===== src/rtl/uart_rx_deframer.sv =====
// UART receive deframer: start bit, MSB-first data, optional even parity, stop bits.
// Samples mid-bit from an internal baud counter and flags break, parity and frame errors.
module uart_rx_deframer #(
    parameter int unsigned SYSCLK_RATE = 100000000,
    parameter int unsigned BAUD_RATE   = 9600,
    parameter int unsigned DATA_BITS   = 8,
    parameter int unsigned PARITY_BIT  = 1,
    parameter int unsigned STOP_BITS   = 2
) (
    input  logic                 SysClk,
    input  logic                 Rst,
    input  logic                 Rx,
    output logic [DATA_BITS-1:0] Data_Out,
    output logic                 Data_Rdy,
    output logic [2:0]           Rx_Error,
    output logic                 Rx_Busy
);

    localparam int unsigned ClksPerBit = SYSCLK_RATE / BAUD_RATE;
    localparam int unsigned CntW       = $clog2(ClksPerBit + 1);
    localparam int unsigned BitW       = $clog2(DATA_BITS + STOP_BITS + 1);

    localparam logic [CntW-1:0] HalfBit  = CntW'(ClksPerBit / 2);
    localparam logic [CntW-1:0] FullBit  = CntW'(ClksPerBit);
    localparam logic [BitW-1:0] LastData = BitW'(DATA_BITS - 1);
    localparam logic [BitW-1:0] LastStop = BitW'(STOP_BITS - 1);

    typedef enum logic [2:0] {
        StIdle,
        StStart,
        StData,
        StParity,
        StStop,
        StWaitIdle
    } state_e;

    state_e               state_q, state_d;
    logic                 rx_meta_q, rs_q, rs_prev_q;
    logic [CntW-1:0]      cnt_q, cnt_d;
    logic [BitW-1:0]      bit_q, bit_d;
    logic [DATA_BITS-1:0] shift_q, shift_d;
    logic                 par_err_q, par_err_d;
    logic                 frm_err_q, frm_err_d;
    logic                 zero_q, zero_d;
    logic [DATA_BITS-1:0] data_q, data_d;
    logic [2:0]           err_q, err_d;
    logic                 rdy_q, rdy_d;
    logic                 busy_q, busy_d;
    logic                 tick;

    assign tick     = (cnt_q == CntW'(1));
    assign Data_Out = data_q;
    assign Data_Rdy = rdy_q;
    assign Rx_Error = err_q;
    assign Rx_Busy  = busy_q;

    always_ff @(posedge SysClk) begin
        if (Rst) begin
            rx_meta_q <= 1'b1;
            rs_q      <= 1'b1;
            rs_prev_q <= 1'b1;
            state_q   <= StIdle;
            cnt_q     <= '0;
            bit_q     <= '0;
            shift_q   <= '0;
            par_err_q <= 1'b0;
            frm_err_q <= 1'b0;
            zero_q    <= 1'b0;
            data_q    <= '0;
            err_q     <= '0;
            rdy_q     <= 1'b0;
            busy_q    <= 1'b0;
        end else begin
            rx_meta_q <= Rx;
            rs_q      <= rx_meta_q;
            rs_prev_q <= rs_q;
            state_q   <= state_d;
            cnt_q     <= cnt_d;
            bit_q     <= bit_d;
            shift_q   <= shift_d;
            par_err_q <= par_err_d;
            frm_err_q <= frm_err_d;
            zero_q    <= zero_d;
            data_q    <= data_d;
            err_q     <= err_d;
            rdy_q     <= rdy_d;
            busy_q    <= busy_d;
        end
    end

    always_comb begin
        state_d   = state_q;
        cnt_d     = cnt_q;
        bit_d     = bit_q;
        shift_d   = shift_q;
        par_err_d = par_err_q;
        frm_err_d = frm_err_q;
        zero_d    = zero_q;
        data_d    = data_q;
        err_d     = err_q;
        rdy_d     = 1'b0;
        busy_d    = busy_q;

        if (state_q inside {StStart, StData, StParity, StStop}) begin
            cnt_d = tick ? FullBit : cnt_q - CntW'(1);
        end

        unique case (state_q)
            StIdle: begin
                if (rs_prev_q && !rs_q) begin
                    cnt_d   = HalfBit;
                    state_d = StStart;
                end
            end
            StStart: begin
                if (tick) begin
                    if (rs_q) begin
                        state_d = StIdle;
                    end else begin
                        busy_d    = 1'b1;
                        err_d     = '0;
                        zero_d    = 1'b1;
                        bit_d     = '0;
                        par_err_d = 1'b0;
                        frm_err_d = 1'b0;
                        state_d   = StData;
                    end
                end
            end
            StData: begin
                if (tick) begin
                    shift_d = {shift_q[DATA_BITS-2:0], rs_q};
                    zero_d  = zero_q & ~rs_q;
                    if (bit_q == LastData) begin
                        bit_d   = '0;
                        state_d = (PARITY_BIT != 0) ? StParity : StStop;
                    end else begin
                        bit_d = bit_q + BitW'(1);
                    end
                end
            end
            StParity: begin
                if (tick) begin
                    par_err_d = rs_q ^ (^shift_q);
                    zero_d    = zero_q & ~rs_q;
                    state_d   = StStop;
                end
            end
            StStop: begin
                if (tick) begin
                    frm_err_d = frm_err_q | ~rs_q;
                    zero_d    = zero_q & ~rs_q;
                    if (bit_q == LastStop) begin
                        // Outputs update on this edge so a new start edge is seen next cycle.
                        rdy_d = 1'b1;
                        bit_d = '0;
                        if (zero_q && !rs_q) begin
                            err_d  = 3'b001;
                            data_d = '0;
                        end else begin
                            err_d  = {frm_err_q | ~rs_q, par_err_q, 1'b0};
                            data_d = shift_q;
                        end
                        busy_d  = ~rs_q;
                        state_d = rs_q ? StIdle : StWaitIdle;
                    end else begin
                        bit_d = bit_q + BitW'(1);
                    end
                end
            end
            StWaitIdle: begin
                if (rs_q) begin
                    busy_d  = 1'b0;
                    state_d = StIdle;
                end
            end
            default: state_d = StIdle;
        endcase
    end

endmodule


===== config.mk =====
export PLATFORM = sky130hd
export DESIGN_NAME = uart_rx_deframer
export DESIGN_NICKNAME = d
export VERILOG_FILES = /design/src/rtl/uart_rx_deframer.sv
export SDC_FILE = /design/constraint.sdc
export NUM_CORES = 1
export LEC_CHECK = 0
export ABC_AREA = 1
export CORE_AREA = 2 2 73 75
export CTS_CLUSTER_DIAMETER = 100
export DETAILED_ROUTE_END_ITERATION = 8
export DIE_AREA = 0 0 75 77
export GPL_ROUTABILITY_DRIVEN = 0
export GPL_TIMING_DRIVEN = 0
export PLACE_DENSITY = 0.72
export REMOVE_ABC_BUFFERS = 1
export SLEW_MARGIN = 0
export SYNTH_ARGS = -nofsm -noshare
export SYNTH_HDL_FRONTEND = slang
export SYNTH_SLANG_ARGS = --single-unit
export TNS_END_PERCENT = 50

===== constraint.sdc =====
create_clock -name SysClk -period 3.3 [get_ports SysClk]
set_input_delay 0.66 -clock SysClk [delete_from_list [all_inputs] [get_ports SysClk]]
set_output_delay 0.66 -clock SysClk [all_outputs]
set_load 0.01 [all_outputs]

# Word-level counts from Yosys, hierarchy flattened
# Index checks and enable logic that the tools add are counted.
totals:
  register_bits: 48
  input_bits: 3
classes:
  n_addsub: 2
  eq_ne: 18
  mux: 44
  bitwise: 6
  n_reduce_logical: 22
ops:
  columns: ["cell", "count"]
  rows:
  - ["$mux W14", 4]
  - ["$mux W3", 14]
  - ["$mux W4", 6]
  - ["$pmux W3 S6", 1]
  - ["$eq A14 B1 Y1 const B", 1]
  - ["$ne A2 B2 Y1 const B", 7]
  - ["$sub A14 B1 Y14 const B", 1]
  - ["$pmux W4 S3", 1]
  - ["$reduce_and A4 Y1", 3]
  - ["$mux W1", 11]
  - ["$reduce_and A5 Y1", 2]
  - ["$mux W8", 1]
  - ["$reduce_and A8 Y1", 1]
  - ["$reduce_xor A8 Y1", 1]
  - ["$eq A3 B2 Y1 const B", 2]
  - ["$eq A3 B3 Y1 const B", 2]
  - ["$ne A2 B1 Y1 const B", 3]
  - ["$pmux W1 S2", 3]
  - ["$pmux W3 S2", 1]
  - ["$reduce_and A6 Y1", 1]
  - ["$reduce_bool A2 Y1", 3]
  - ["$reduce_bool A3 Y1", 2]
  - ["$reduce_or A3 Y1", 2]
  - ["$add A4 B1 Y4 const B", 1]
  - ["15 further kinds", 18]

# Logic depth before layout (Yosys ltp)
depth:
  word_depth: 6
  depth_mapped: 12
  depth_no_buf: 12

# Least setup slack after synthesis
# Ideal clock, no wire load.
synth_path:
  path_type: "input-to-reg"
  startpoint: "in Rst"
  endpoint: "reg bit_q[1]"
  setup_ps: 65
  arrival_ps: 1453
  slack_ps: 1782
  path_stages: 5
  cell_sequence: "inv_1 > clkbuf_1 > clkbuf_1 > o21ai_0 > nor2_1"
synth_lines:
  columns: ["item", "line_no", "text"]
  rows:
  - ["start, declared", "11", "input logic Rst,"]
  - ["end signal, assigned", "79", "bit_q <= bit_d;"]
  - ["end, declared", "40", "logic [BitW-1:0] bit_q, bit_d;"]

==> results_dict.tcl <==
set metrics [dict create \
    r2r_start "state_q[2]$_SDFFE_PP0P_" \
    cts_root_buffer "clkbuf_8" \
    dieArea_mm2 0.00578 \
    power_leakage_nw 1.26 \
    worstMarginPinSlew_ns 0.900 \
    peakVddDrop_v 0.000513 \
    post_dp_cell_area_mm2 0.00281 \
    rr_worst_depth 6 \
    synth_cell_types 34 \
    antenna_found_initial 0 \
    reg2reg_slack_ns 1.59 \
    ys.warnings.count 0 \
    cts_sinks 48 \
    io_buffers 15 \
    hold_class "reg -> reg" \
    clock-skew-final_ns 0.00671 \
    vias 2379 \
    cts_tree "built" \
    io_pins 16 \
    coreArea_mm2 0.00498 \
    p_per_area_mw_per_mm2 838 \
    ys_seq_area_share_pct 36.7 \
    cp.required_ns 3.54 \
    layout_commonest_cell "nand2_1" \
    syn-instance-count 389 \
    grtUsageTotal_pct 20.3 \
    clk_pin_slew_ns 0.09 \
    hold_depth 1 \
    max_freq_mhz 455 \
    ctsHoldBuffers 0 \
    antenna_cells 0 \
    grt_max_degree 30 \
    grt_pass1_wl_um 9390 \
    worstSkewPairLatency_ns 0.30 \
    start_util_pct 52.6 \
    netlist_area_mm2 0.00262 \
    nNetsFinal 410 \
    die_w_um 75 \
    path_max_fanout 29 \
    cp-startpoint "Rst" \
    routed_wl_um 5490 \
    final_layout_size_suffix_gt1_share_pct 11.9 \
    gr-total-overflow 0 \
    dp_hpwl_um 4060 \
    wl_per_cell_um 11.6 \
    ys_seq_elements 48 \
    relSlewSlack_pct 40.0 \
    timing.rr.end "cnt_q[9]$_SDFF_PP0_" \
    setup_viol 0 \
    drt_iter0_drc 99 \
    die_y_um 77 \
    crit_arrival_ns 2.43 \
    period_needed_ns 2.20 \
    start_kind "primary input" \
    hold_violations 0 \
    end_kind "flip-flop" \
    hold_end "rs_q$_SDFF_PP1_" \
    seqCellArea_um2 961 \
    cts_made_buffers 5 \
    fillCellCount 502 \
    rows 26 \
    htreeDepth 2 \
    areaGrowthSynthToFinish_pct 10.8 \
    p_total_mw 2.43 \
    multiInputGateArea_mm2 0.00141 \
    clockBufferDepth 2 \
    slew_violations 0 \
    min_from "rx_meta_q$_SDFF_PP1_" \
    drt-vias-per-instance 5.03 \
    avgSynthCellArea_um2 6.73 \
    grt_setup_unrepaired "no" \
    firstDrtPassIters 4 \
    path_class "in -> reg" \
    fin_crit_sh_pct 66.6 \
    cts-resized-gates 0 \
    first_global_vias 2129 \
    tns_ns 0 \
    drc 0 \
    ant_nets 0 \
    post_cts_buffers 0 \
    fin_area_mm2 0.00290 \
    final_cell_mix "nand2_1, dfxtp_1, nor2_1" \
    drv_cap 0 \
    status "finished, final reports clean" \
]
==> synthesized netlist by cell type, drive strengths merged <==
master	number	area share [%]
nor3	4	0.77
and3	2	0.48
o21ai	30	5.9
xor2	2	0.67
clkinv	1	0.14
a21oi	30	5.9
nand2	104	17
ha	4	1.9
nand3	30	7.2
buf	4	1.2
clkbuf	4	0.57
or2	4	0.96
nor2	58	9.7
nand3b	3	1.3
nand2b	1	0.24
inv	51	7.4
o21a	1	0.29
xnor2	1	0.33
nand4	6	1.4
nor3b	1	0.29
dfxtp	48	37
==> per-stage QoR <==
stage	utilization (%)	setup WS [ns]	hold WS (ns)	instances
final	58.2	1.10	0.432	473
after global routing	58.2	0.882	0.437	473
after CTS	58.2	1.09	0.432	473
after detailed placement	56.4	0.787	0.414	466
after global placement	56.4	0.785	0.394	466
after floorplan	-	1.87	0.389	381
==> power breakdown <==
part / switching (mW) / internal, mW
sequential: 0.107 / 0.682
clock: 0.202 / 0.168
combinational: 0.840 / 0.430
total: 1.15 / 1.28
==> final cells by class <==
type	count	share of cell area, %
flip-flops and latches	48	33.1
multi-input cells	281	48.7
inverters	52	6.82
well taps	70	3.02
clock inverters	1	0.302
repair buffers	15	5.18
clock buffers	6	2.85
==> critical path, cell delays in order <==
cell and delay, ns:
clkdlybuf4s50_1 0.63, inv_1 0.77, o21ai_0 0.21, a21oi_1 0.16
==> routing by layer <==
layer  wire length [µm]  global-route usage [%]  share of wire, %
met1               2570                    26.6                47
met2               2660                    33.7                48
met3                191                    3.15               3.5
met4                 73                    6.25               1.3
met5                  0                       0                 0
==> sequential cells by signal, summed over array words and instances (netlist names), 3 cells and up <==
signal,count
cnt_q,14
Data_Out,8
shift_q,8
bit_q,4
Rx_Error,3
state_q,3
==> worst max path at each step <==
stage	to	slack, ns	depth (start not counted)
finish	shift_q[0]$_SDFFE_PP0P_	1.10	4
CTS	shift_q[0]$_SDFFE_PP0P_	1.09	4
global placement	bit_q[2]$_SDFFE_PP0P_	0.78	4
detailed placement	shift_q[3]$_SDFFE_PP0P_	0.79	4
global route	shift_q[2]$_SDFFE_PP0P_	0.88	4
floorplan	cnt_q[4]$_SDFF_PP0_	1.87	8
==> logic make-up after synthesis <==
group | Yosys count | share of synthesized area (%)
simple gates | 213 | 39.0
xor+xnor | 3 | 1.00
buf+inv | 60 | 9.33
flops | 48 | 36.7
fa+ha+maj | 4 | 1.91
compound gates | 61 | 12.1
No activity file was read; power rests on OpenSTA's default activity.
